[src/rtl/adc_sample_averager.sv]
// Windowed mean of a 2-bit flash-ADC code stream with a one-deep ready/valid result register.
// Defining ADC_AVG_MINMAX_EN adds per-window min/max tracking on min_out/max_out.
module adc_sample_averager #(
  parameter int WINDOW_LOG2 = 4
) (
  input  logic       clk,
  input  logic       reset_n,
  input  logic       enable,
  input  logic       sample_en,
  input  logic [1:0] code_in,
  input  logic       out_ready,
  input  logic       overrun_clr,
  output logic       out_valid,
  output logic [3:0] avg_out,
  output logic       overrun,
  output logic [1:0] min_out,
  output logic [1:0] max_out
);

  localparam int W = WINDOW_LOG2;

  localparam logic ST_IDLE  = 1'b0;
  localparam logic ST_ACCUM = 1'b1;

  logic           state_q, state_d;
  logic [W+1:0]   sum_q, sum_d;
  logic [W-1:0]   count_q, count_d;
  logic           out_valid_q, out_valid_d;
  logic [3:0]     avg_q, avg_d;
  logic           overrun_q, overrun_d;

  logic           accumulating;
  logic           accept;
  logic           complete;
  logic           load;
  logic           drop;
  logic [W+1:0]   final_sum;

  // A sample counts only when the engine was already in ACCUM and enable is still high,
  // so the edges entering and leaving ACCUM never contribute data.
  assign accumulating = (state_q == ST_ACCUM) && enable;
  assign accept       = accumulating && sample_en;
  assign complete     = accept && (&count_q);
  assign final_sum    = sum_q + {{W{1'b0}}, code_in};
  assign load         = complete && (!out_valid_q || out_ready);
  assign drop         = complete && out_valid_q && !out_ready;

  // NOTE: every always_comb output gets a default first so no path can infer a latch.
  always_comb begin
    state_d     = enable ? ST_ACCUM : ST_IDLE;
    sum_d       = sum_q;
    count_d     = count_q;
    out_valid_d = out_valid_q;
    avg_d       = avg_q;
    overrun_d   = overrun_q;

    if (!accumulating) begin
      sum_d   = '0;
      count_d = '0;
    end else if (accept) begin
      if (complete) begin
        sum_d   = '0;
        count_d = '0;
      end else begin
        sum_d   = final_sum;
        count_d = count_q + 1'b1;
      end
    end

    if (load) begin
      out_valid_d = 1'b1;
      avg_d       = final_sum[W+1:W-2];
    end else if (out_valid_q && out_ready) begin
      out_valid_d = 1'b0;
    end

    // A drop on the same edge as a clear keeps the flag set.
    if (drop) begin
      overrun_d = 1'b1;
    end else if (overrun_clr) begin
      overrun_d = 1'b0;
    end
  end

  // NOTE: sequential state uses non-blocking assignments so all registers update together.
  always_ff @(posedge clk) begin
    if (!reset_n) begin
      state_q     <= ST_IDLE;
      sum_q       <= '0;
      count_q     <= '0;
      out_valid_q <= 1'b0;
      avg_q       <= '0;
      overrun_q   <= 1'b0;
    end else begin
      state_q     <= state_d;
      sum_q       <= sum_d;
      count_q     <= count_d;
      out_valid_q <= out_valid_d;
      avg_q       <= avg_d;
      overrun_q   <= overrun_d;
    end
  end

  assign out_valid = out_valid_q;
  assign avg_out   = avg_q;
  assign overrun   = overrun_q;

`ifdef ADC_AVG_MINMAX_EN
  logic [1:0] run_min_q, run_min_d;
  logic [1:0] run_max_q, run_max_d;
  logic [1:0] min_q, min_d;
  logic [1:0] max_q, max_d;
  logic [1:0] sample_min;
  logic [1:0] sample_max;

  // Extremes including the current sample, so the completing sample is reflected in the latch.
  assign sample_min = (code_in < run_min_q) ? code_in : run_min_q;
  assign sample_max = (code_in > run_max_q) ? code_in : run_max_q;

  always_comb begin
    run_min_d = run_min_q;
    run_max_d = run_max_q;
    min_d     = min_q;
    max_d     = max_q;

    if (!accumulating || complete) begin
      run_min_d = 2'd3;
      run_max_d = 2'd0;
    end else if (accept) begin
      run_min_d = sample_min;
      run_max_d = sample_max;
    end

    if (load) begin
      min_d = sample_min;
      max_d = sample_max;
    end
  end

  always_ff @(posedge clk) begin
    if (!reset_n) begin
      run_min_q <= 2'd3;
      run_max_q <= 2'd0;
      min_q     <= 2'd0;
      max_q     <= 2'd0;
    end else begin
      run_min_q <= run_min_d;
      run_max_q <= run_max_d;
      min_q     <= min_d;
      max_q     <= max_d;
    end
  end

  assign min_out = min_q;
  assign max_out = max_q;
`else
  assign min_out = 2'b00;
  assign max_out = 2'b00;
`endif

endmodule

[config.mk]
export PLATFORM = sky130hd
export DESIGN_NAME = adc_sample_averager
export DESIGN_NICKNAME = d
export VERILOG_FILES = /design/src/rtl/adc_sample_averager.sv
export SDC_FILE = /design/constraint.sdc
export NUM_CORES = 1
export LEC_CHECK = 0
export ABC_AREA = 0
export BUFFER_PORTS_ARGS = -buffer_cell sky130_fd_sc_hd__clkbuf_2
export CAP_MARGIN = 20
export CORE_AREA = 2 2 43 45
export DETAILED_ROUTE_END_ITERATION = 8
export DIE_AREA = 0 0 45 47
export HOLD_SLACK_MARGIN = 0.08
export PLACE_DENSITY = 0.77
export SLEW_MARGIN = 40
export SYNTH_ARGS = -nofsm -noshare
export SYNTH_HDL_FRONTEND = slang
export SYNTH_SLANG_ARGS = --single-unit
[constraint.sdc]
create_clock -name clk -period 3.1 [get_ports clk]
set_input_delay 0.155 -clock clk [delete_from_list [all_inputs] [get_ports clk]]
set_output_delay 0.155 -clock clk [all_outputs]
set_load 0.005 [all_outputs]
# == After elaboration in Yosys (flattened, before gate mapping) ==
# Index checks and enable logic that the tools add are counted.
# op_classes
reduce_logical,14
add_sub_neg,2
n_mux,7
# ops
cell,n
$logic_and 1x1->1,7
$add 6x2->6,1
$mux 6,1
$mux 1,5
$add 4x1->4 const B,1
$mux 4,1
$reduce_and 4->1,1
$reduce_bool 2->1,2
$logic_not 1->1,2
$reduce_and 2->1,1
$logic_or 1x1->1,1
# word_totals
output_inout_bits,10
regBits,17
elab_cells,29

# == Depth between registers and ports, before layout ==
# Gate-level depths: netlist of the first run.
# depth
depth_word,6
mapped_depth,5

# == Least setup slack after synthesis of the first run ==
# Ideal clock, no wire load.
# synth_path
kind,flip-flop to flip-flop
start,register count_q[0]
end,register sum_q[5]
period_less_slack_ps,1580
path_stages_with_launch,6
t_arrival_ps,1505
slack_ps,1520
required_time_ps,3025
cell_sequence,dfxtp_1 -> ha_1 -> and3_1 -> buf_6 -> or4_1 -> a31oi_1
# synth_between
elab_chain_len,3
# synth_rtl
element,line_no,source
from (decl),27,"logic [W-1:0] count_q, count_d;"
from (signal assigned),97,count_q <= count_d;
$reduce_and 4->1,43,assign complete = accept && (&count_q);
$logic_and 1x1->1,43,
$mux 6,61,if (complete) begin
to (signal assigned),96,sum_q <= sum_d;
to (decl),26,"logic [W+1:0] sum_q, sum_d;"
# No other way between the ends.
# A chain may end at the register's enable or synchronous reset.

# == Final worst setup path of the first run ==
# Ends and elaborated chain as after synthesis.

==> run_results.csv, run 1 <==
group,metric,value,unit
run_status,outcome,"finished, final reports clean",
setup_path,path_cells,"ha_1 > and3_1 > or4_1 > a31oi_1",
detailed_routing,wl,1620,µm
detailed_routing,dr.first_iter.drc_count,15,
setup_path,endpoint_kind,"flip-flop",
grt,antenna_found_initial,0,
timing,setup_viol,0,
synthesis,synthArstFlopShare,0,%
placement,place_congestion,0.818,
detailed_routing,route.antenna.remaining_nets,0,
placement,hpwl,1210,µm
cells_and_area,antenna_cells,0,
cells_and_area,drive_above_1_share,16.8,%
die,die_h,47,µm
setup_path,crit_slowest_cell,"or4_1",
timing,drv_slew,0,
clocking,clk_pin_slew_worst_paths,0.10,ns
synthesis,synth_cell_types,35,
cells_and_area,areaGrowthSynthToFinish,8.45,%
die,dieArea,0.00212,mm²
cells_and_area,layout.nets,120,
synthesis,synth_area,858,µm²
clocking,cts_root_buf,"clkbuf_4",
synthesis,synth_seq_cells,17,
clocking,cts_tree,"yes",
timing,fmax,592,MHz
clocking,htree_levels,1,
job,drv_cap,0,
timing,finClkSkew,0.00432,ns
die,ios,18,
clocking,clk_latency,0.29,ns
grt,overflow,0,
die,num_rows,15,
setup_path,max_stage_delay,0.55,ns
synthesis,syn_area_per_cell,9.13,µm²
die,start_util,52.0,%
detailed_routing,drt_pre_antenna_iters,4,
detailed_routing,num_vias,757,
timing,rsz0062_at_grt,"false",
synthesis,synth_flop_cell,"dfxtp_1",
clocking,cts.sinks,17,
placement,placed_area,905,µm²
timing,holdWs,0.118,ns
cells_and_area,finalInstanceArea,931,µm²
setup_path,cp.arrival,1.91,ns
detailed_routing,drc,0,
power,p_per_area,381,mW/mm²
setup_path,crit_type,"reg -> reg",
grt,grt_pass1_wl,2700,µm
die,die_w,45,µm
timing,fin_setup_tns,0,ns
clocking,post-cts-setup-buffers,0,
die,core,0.00165,mm²
setup_path,required,3.32,ns
setup_path,critPathLaunchType,"flip-flop",
detailed_routing,via_per_inst,6.10,
clocking,ctsHoldBuffers,0,
grt,grt_max_degree,12,
setup_path,r2r_slack,1.41,ns
grt,grt_pass1_vias,650,
timing,final_hold_viol_count,0,
power,peakVddDrop,0.252,mV
placement,portBuffers,13,
timing,finalCritPeriodShare,54.5,%
clocking,cts_buffers,3,
clocking,cts_buffer_depth,2,
power,p_total,0.355,mW
grt,track_usage,17.7,%
timing,min_period,1.69,ns
detailed_routing,routedWlPerCell,13.1,µm
hold_path,hold_class,"in -> reg",
power,power_leakage,0.346,nW
clocking,ctsResizeCount,0,
synthesis,ys_warn_count,0,
synthesis,ys_seq_area_share,39.7,%
synthesis,synthCells,94,
setup_path,path_max_fanout,10,
synthesis,synth-edff-count,0,
==> synth_stat cells, drive strengths merged (3+ instances only) <==
cell | n | area share, %
or3 | 3 | 2.2
a21oi | 7 | 4.1
a211oi | 3 | 2.6
nand2 | 5 | 2.2
and3 | 4 | 3.1
ha | 3 | 4.4
a31oi | 6 | 4.4
nand3 | 11 | 7.0
nand2b | 4 | 2.9
dfxtp | 17 | 40
buf | 6 | 5.4
==> registers in the layout (all words and copies together) (netlist names) <==
signal,flops
avg_out,4
count_q,4
out_valid,1
overrun,1
state_q,1
sum_q,6
==> final timing paths <==
| check | cells past startpoint | from | end |
|---|---|---|---|
| setup / recovery | 4 | count_q[0]$_SDFFE_PN0P_ | sum_q[5]$_SDFFE_PN0P_ |
| hold / removal | 3 | overrun_clr | overrun$_SDFFE_PN0P_ |
| setup reg to reg | 4 | count_q[0]$_SDFFE_PN0P_ | sum_q[5]$_SDFFE_PN0P_ |
| hold reg to reg | 2 | sum_q[0]$_SDFFE_PN0P_ | sum_q[0]$_SDFFE_PN0P_ |
==> cell families after synthesis <==
logic type | count (synthesis) | synth area share [%]
AOI/OAI and AO/OA | 26 | 20.1
adders and majority gates | 4 | 6.71
and+or+nand+nor | 34 | 22.5
xor gates and xnor gates | 3 | 3.06
other | 1 | 0.437
muxes | 1 | 1.17
buffers and inverters | 8 | 6.41
DFF | 17 | 39.7
==> power breakdown <==
part	internal [mW]	total, mW	switching, mW
Sequential	0.219	0.220	0.000988
Combinational	0.00617	0.0166	0.0104
Clock	0.0500	0.118	0.0684
==> worst max-delay path, delay by kind of cell (launching register included) <==
family / cells / cell delay (ns)
adder cells (fa/ha/maj): 1 / 0.25
flip-flops: 1 / 0.36
AND/OR/NAND/NOR: 2 / 0.85
AO/OA/AOI/OAI: 1 / 0.17
==> layout by cell type, fill, tap and decap left out, types with 2 or more instances in the layout <==
cell type	count
a211oi_1	3
a21oi_1	7
a311oi_1	2
a31oi_1	6
and3_1	3
clkbuf_2	13
clkbuf_4	3
conb_1	4
dfxtp_1	17
ha_1	3
nand2_1	5
nand2b_1	4
nand3_1	10
nor2_1	2
o21ai_0	2
o41ai_1	2
or3_1	3
xor2_1	2
==> stage by stage <==
stage / worst slack [ns] / utilization (%) / std cells
floorplan: 1.52 / - / 97
global placement: 1.46 / 54.8 / 120
detailed placement: 1.42 / 54.8 / 120
CTS: 1.41 / 56.4 / 124
global route: 1.32 / 56.4 / 124
finish: 1.41 / 56.4 / 124
==> area by class of cell <==
type                       count  area, µm²
fill                         164        721
multi-input combinational     72        474
sequential                    17        340
timing repair buffer          13       65.1
clock buffer                   4       26.3
tap                           17       21.3
inverter                       1       3.75
==> per-layer routing <==
layer  track usage (%)  vias up  part of all wire, %  routed length, µm
li1                  -      376                    -                  -
met5                 0        -                    0                  0
met4              5.88        0                  1.2                 20
met2              32.3       18                   51                833
met1              20.0      359                   43                703
met3              4.62        4                  4.0                 65
No activity file was read; power rests on OpenSTA's default activity.
==> run 2, diff against run 1 <==
ABC_AREA = 1   (was 0)
CORE_AREA = 2 2 47 49   (was 2 2 43 45)
DIE_AREA = 0 0 49 51   (was 0 0 45 47)
PLACE_DENSITY = 0.71   (was 0.77)
clock period = 1.5 ns   (was 3.1 ns; I/O delays follow)
==> run 2 against run 1 <==
Net effect: clock-buffer cell count fell by 1; critical path depth rose by 2; total power rose by 110%; cell area rose by 18%; routed wire length fell by 1.4%; register-to-register slack got worse by 1.4 ns; first-iteration DRC count fell by 40%; non-clock buffer count rose by 6; critical path type unchanged; worst hold slack improved by 0.066 ns.
==> run_results.csv, run 2 <==
group,metric,value,unit
synthesis,synth_cell_types,23,
synthesis,ys_warn_count,0,
timing,min_period,1.45,ns
synthesis,synth_top_area_share,37.6,%
cells_and_area,largest_reg_flops,6,
timing,drv_slew,0,
detailed_routing,dr.first_iter.drc_count,9,
setup_path,crit_buf_inv,0,
detailed_routing,routedWlPerCell,9.59,µm
power,power_leakage,0.423,nW
clocking,cts_buffers,3,
power,p_per_area,678,mW/mm²
synthesis,synthArstFlopShare,0,%
timing,final_hold_viol_count,0,
setup_path,path_delay_family,"adder cells",
detailed_routing,drc,0,
grt,antenna_found_initial,0,
cells_and_area,antenna_cells,0,
synthesis,synth-edff-count,0,
hold_path,hold_class,"in -> reg",
synthesis,synthCells,119,
setup_path,max_stage_delay,0.42,ns
clocking,post-cts-setup-buffers,0,
clocking,cts.sinks,17,
die,core,0.00206,mm²
synthesis,syn_area_per_cell,7.60,µm²
setup_path,endpoint_kind,"flip-flop",
setup_path,path_cells,"ha_4 > fa_2 > nand3_2 > xor2_2 > nand2_1 > a21oi_2",
timing,finalCritPeriodShare,97.0,%
power,peakVddDrop,0.586,mV
synthesis,ys_seq_area_share,37.6,%
die,die_w,49,µm
clocking,cts_buffer_depth,2,
setup_path,required,1.73,ns
placement,hpwl,1210,µm
synthesis,yosysTopAreaCell,"dfxtp_1",
setup_path,critPathLaunchType,"flip-flop",
setup_path,path_max_fanout,3,
die,ios,18,
synthesis,synth_seq_cells,17,
placement,portBuffers,13,
timing,layout_setup_ws,0.0455,ns
timing,holdWs,0.184,ns
synthesis,synth_area,905,µm²
die,dieArea,0.00250,mm²
timing,fmax,688,MHz
detailed_routing,via_per_inst,4.56,
setup_path,crit_type,"reg -> reg",
detailed_routing,route.antenna.remaining_nets,0,
setup_path,crit_slowest_cell,"fa_2",
grt,track_usage,14.4,%
cells_and_area,regMostFlops,"sum_q",
cells_and_area,drive_above_1_share,28.1,%
clocking,cts_root_buf,"clkbuf_4",
synthesis,yosys-top-cells-count,"23 x nand2_1, 17 x dfxtp_1, 14 x inv_1",
placement,pre_cts_ws,-0.0443,ns
clocking,clk_latency,0.29,ns
clocking,cts_tree,"yes",
timing,rsz0062_at_grt,"true",
run_status,outcome,"finished, final reports clean",
die,die_h,51,µm
cells_and_area,layout.nets,152,
detailed_routing,num_vias,762,
placement,place_congestion,0.782,
job,drv_cap,0,
setup_path,r2r_slack,0.05,ns
cells_and_area,layout_common_cells,"23 x nand2_1, 16 x dfxtp_1, 14 x inv_1, 13 x clkbuf_2, 12 x a21oi_1",
timing,finClkSkew,0.00667,ns
grt,grt_pass1_vias,709,
synthesis,synthTopCellsByArea,"dfxtp_1 38%, nand2_1 9.5%, a21oi_1 7.2%",
detailed_routing,drt_pre_antenna_iters,4,
cells_and_area,finalInstanceArea,0.00110,mm²
synthesis,synth.most_common_cell,"nand2_1",
setup_path,cp.arrival,1.68,ns
detailed_routing,wl,1600,µm
placement,placed_area,981,µm²
grt,grt_max_degree,11,
die,start_util,43.8,%
grt,grt_pass1_wl,2760,µm
cells_and_area,areaGrowthSynthToFinish,21.4,%
timing,fin_setup_tns,0,ns
grt,overflow,0,
synthesis,synth_flop_cell,"dfxtp_1",
cells_and_area,layout_commonest_cell,"nand2_1",
die,num_rows,17,
clocking,clk_pin_slew_worst_paths,0.09,ns
clocking,htree_levels,1,
timing,setup_viol,0,
-- run 2: tightest hold or removal path: cells and delay by family --
kind	cells	cell delay [ns]
simple gates	1	0.17
buf+inv	1	0.09
compound gates	1	0.09
-- run 2: power breakdown --
group	total, mW	switching (mW)	internal [mW]
sequential	0.454	0.00141	0.453
combinational	0.0515	0.0284	0.0231
clock	0.240	0.140	0.0992
-- run 2: path summary, 6_finish.rpt --
| check | startpoint | to | cells past startpoint |
|---|---|---|---|
| max | sum_q[0]$_SDFFE_PN0P_ | sum_q[4]$_SDFFE_PN0P_ | 6 |
| max reg2reg | sum_q[0]$_SDFFE_PN0P_ | sum_q[4]$_SDFFE_PN0P_ | 6 |
| min reg2reg | count_q[1]$_SDFFE_PN0P_ | count_q[1]$_SDFFE_PN0P_ | 2 |
| min | sample_en | count_q[1]$_SDFFE_PN0P_ | 3 |
-- run 2: metrics by stage --
stage / util, % / power (mW) / instances
2_1_floorplan: - / 0.494 / 122
3_3_place_gp: 47.5 / 0.504 / 158
3_5_place_dp: 47.5 / 0.504 / 158
4_1_cts: 51.4 / 0.754 / 167
5_1_grt: 53.2 / 0.782 / 167
6_report: 53.2 / 0.745 / 167
-- run 2: cell families after synthesis --
kind of cell	after synthesis	share of synthesized area [%]
AOI/OAI and AO/OA	18	10.4
adders and majority gates	4	6.36
and+or+nand+nor	56	32.4
buffers and inverters	21	10.9
xor gates and xnor gates	2	1.94
other	1	0.415
DFF	17	37.6
-- run 2: repair_timing --
item                                    in CTS  in global routing
hold buffers                                 5                  0
pin swaps                                    1                  3
resized for setup                            1                  7
endpoints found under the setup margin       2                  3
endpoints found under the hold margin        5                  0
-- run 2: cell type report --
cell class / count / area [µm²]
fill: 213 / 965
multi-input combinational: 84 / 515
clock buffer: 3 / 22.5
timing repair buffer: 19 / 123
clock inverter: 1 / 5.00
inverter: 15 / 56.3
sequential: 17 / 342
tap: 28 / 35.0
-- run 2: per-layer routing --
layer | share of wire [%] | wire [µm] | vias to the layer above | track usage (%)
met1 | 45 | 723 | 343 | 16.2
met4 | 2.5 | 40 | 0 | 8.57
li1 | - | - | 406 | -
met3 | 1.7 | 28 | 5 | 2.63
met5 | 0 | 0 | - | 0
met2 | 50 | 808 | 8 | 25.6
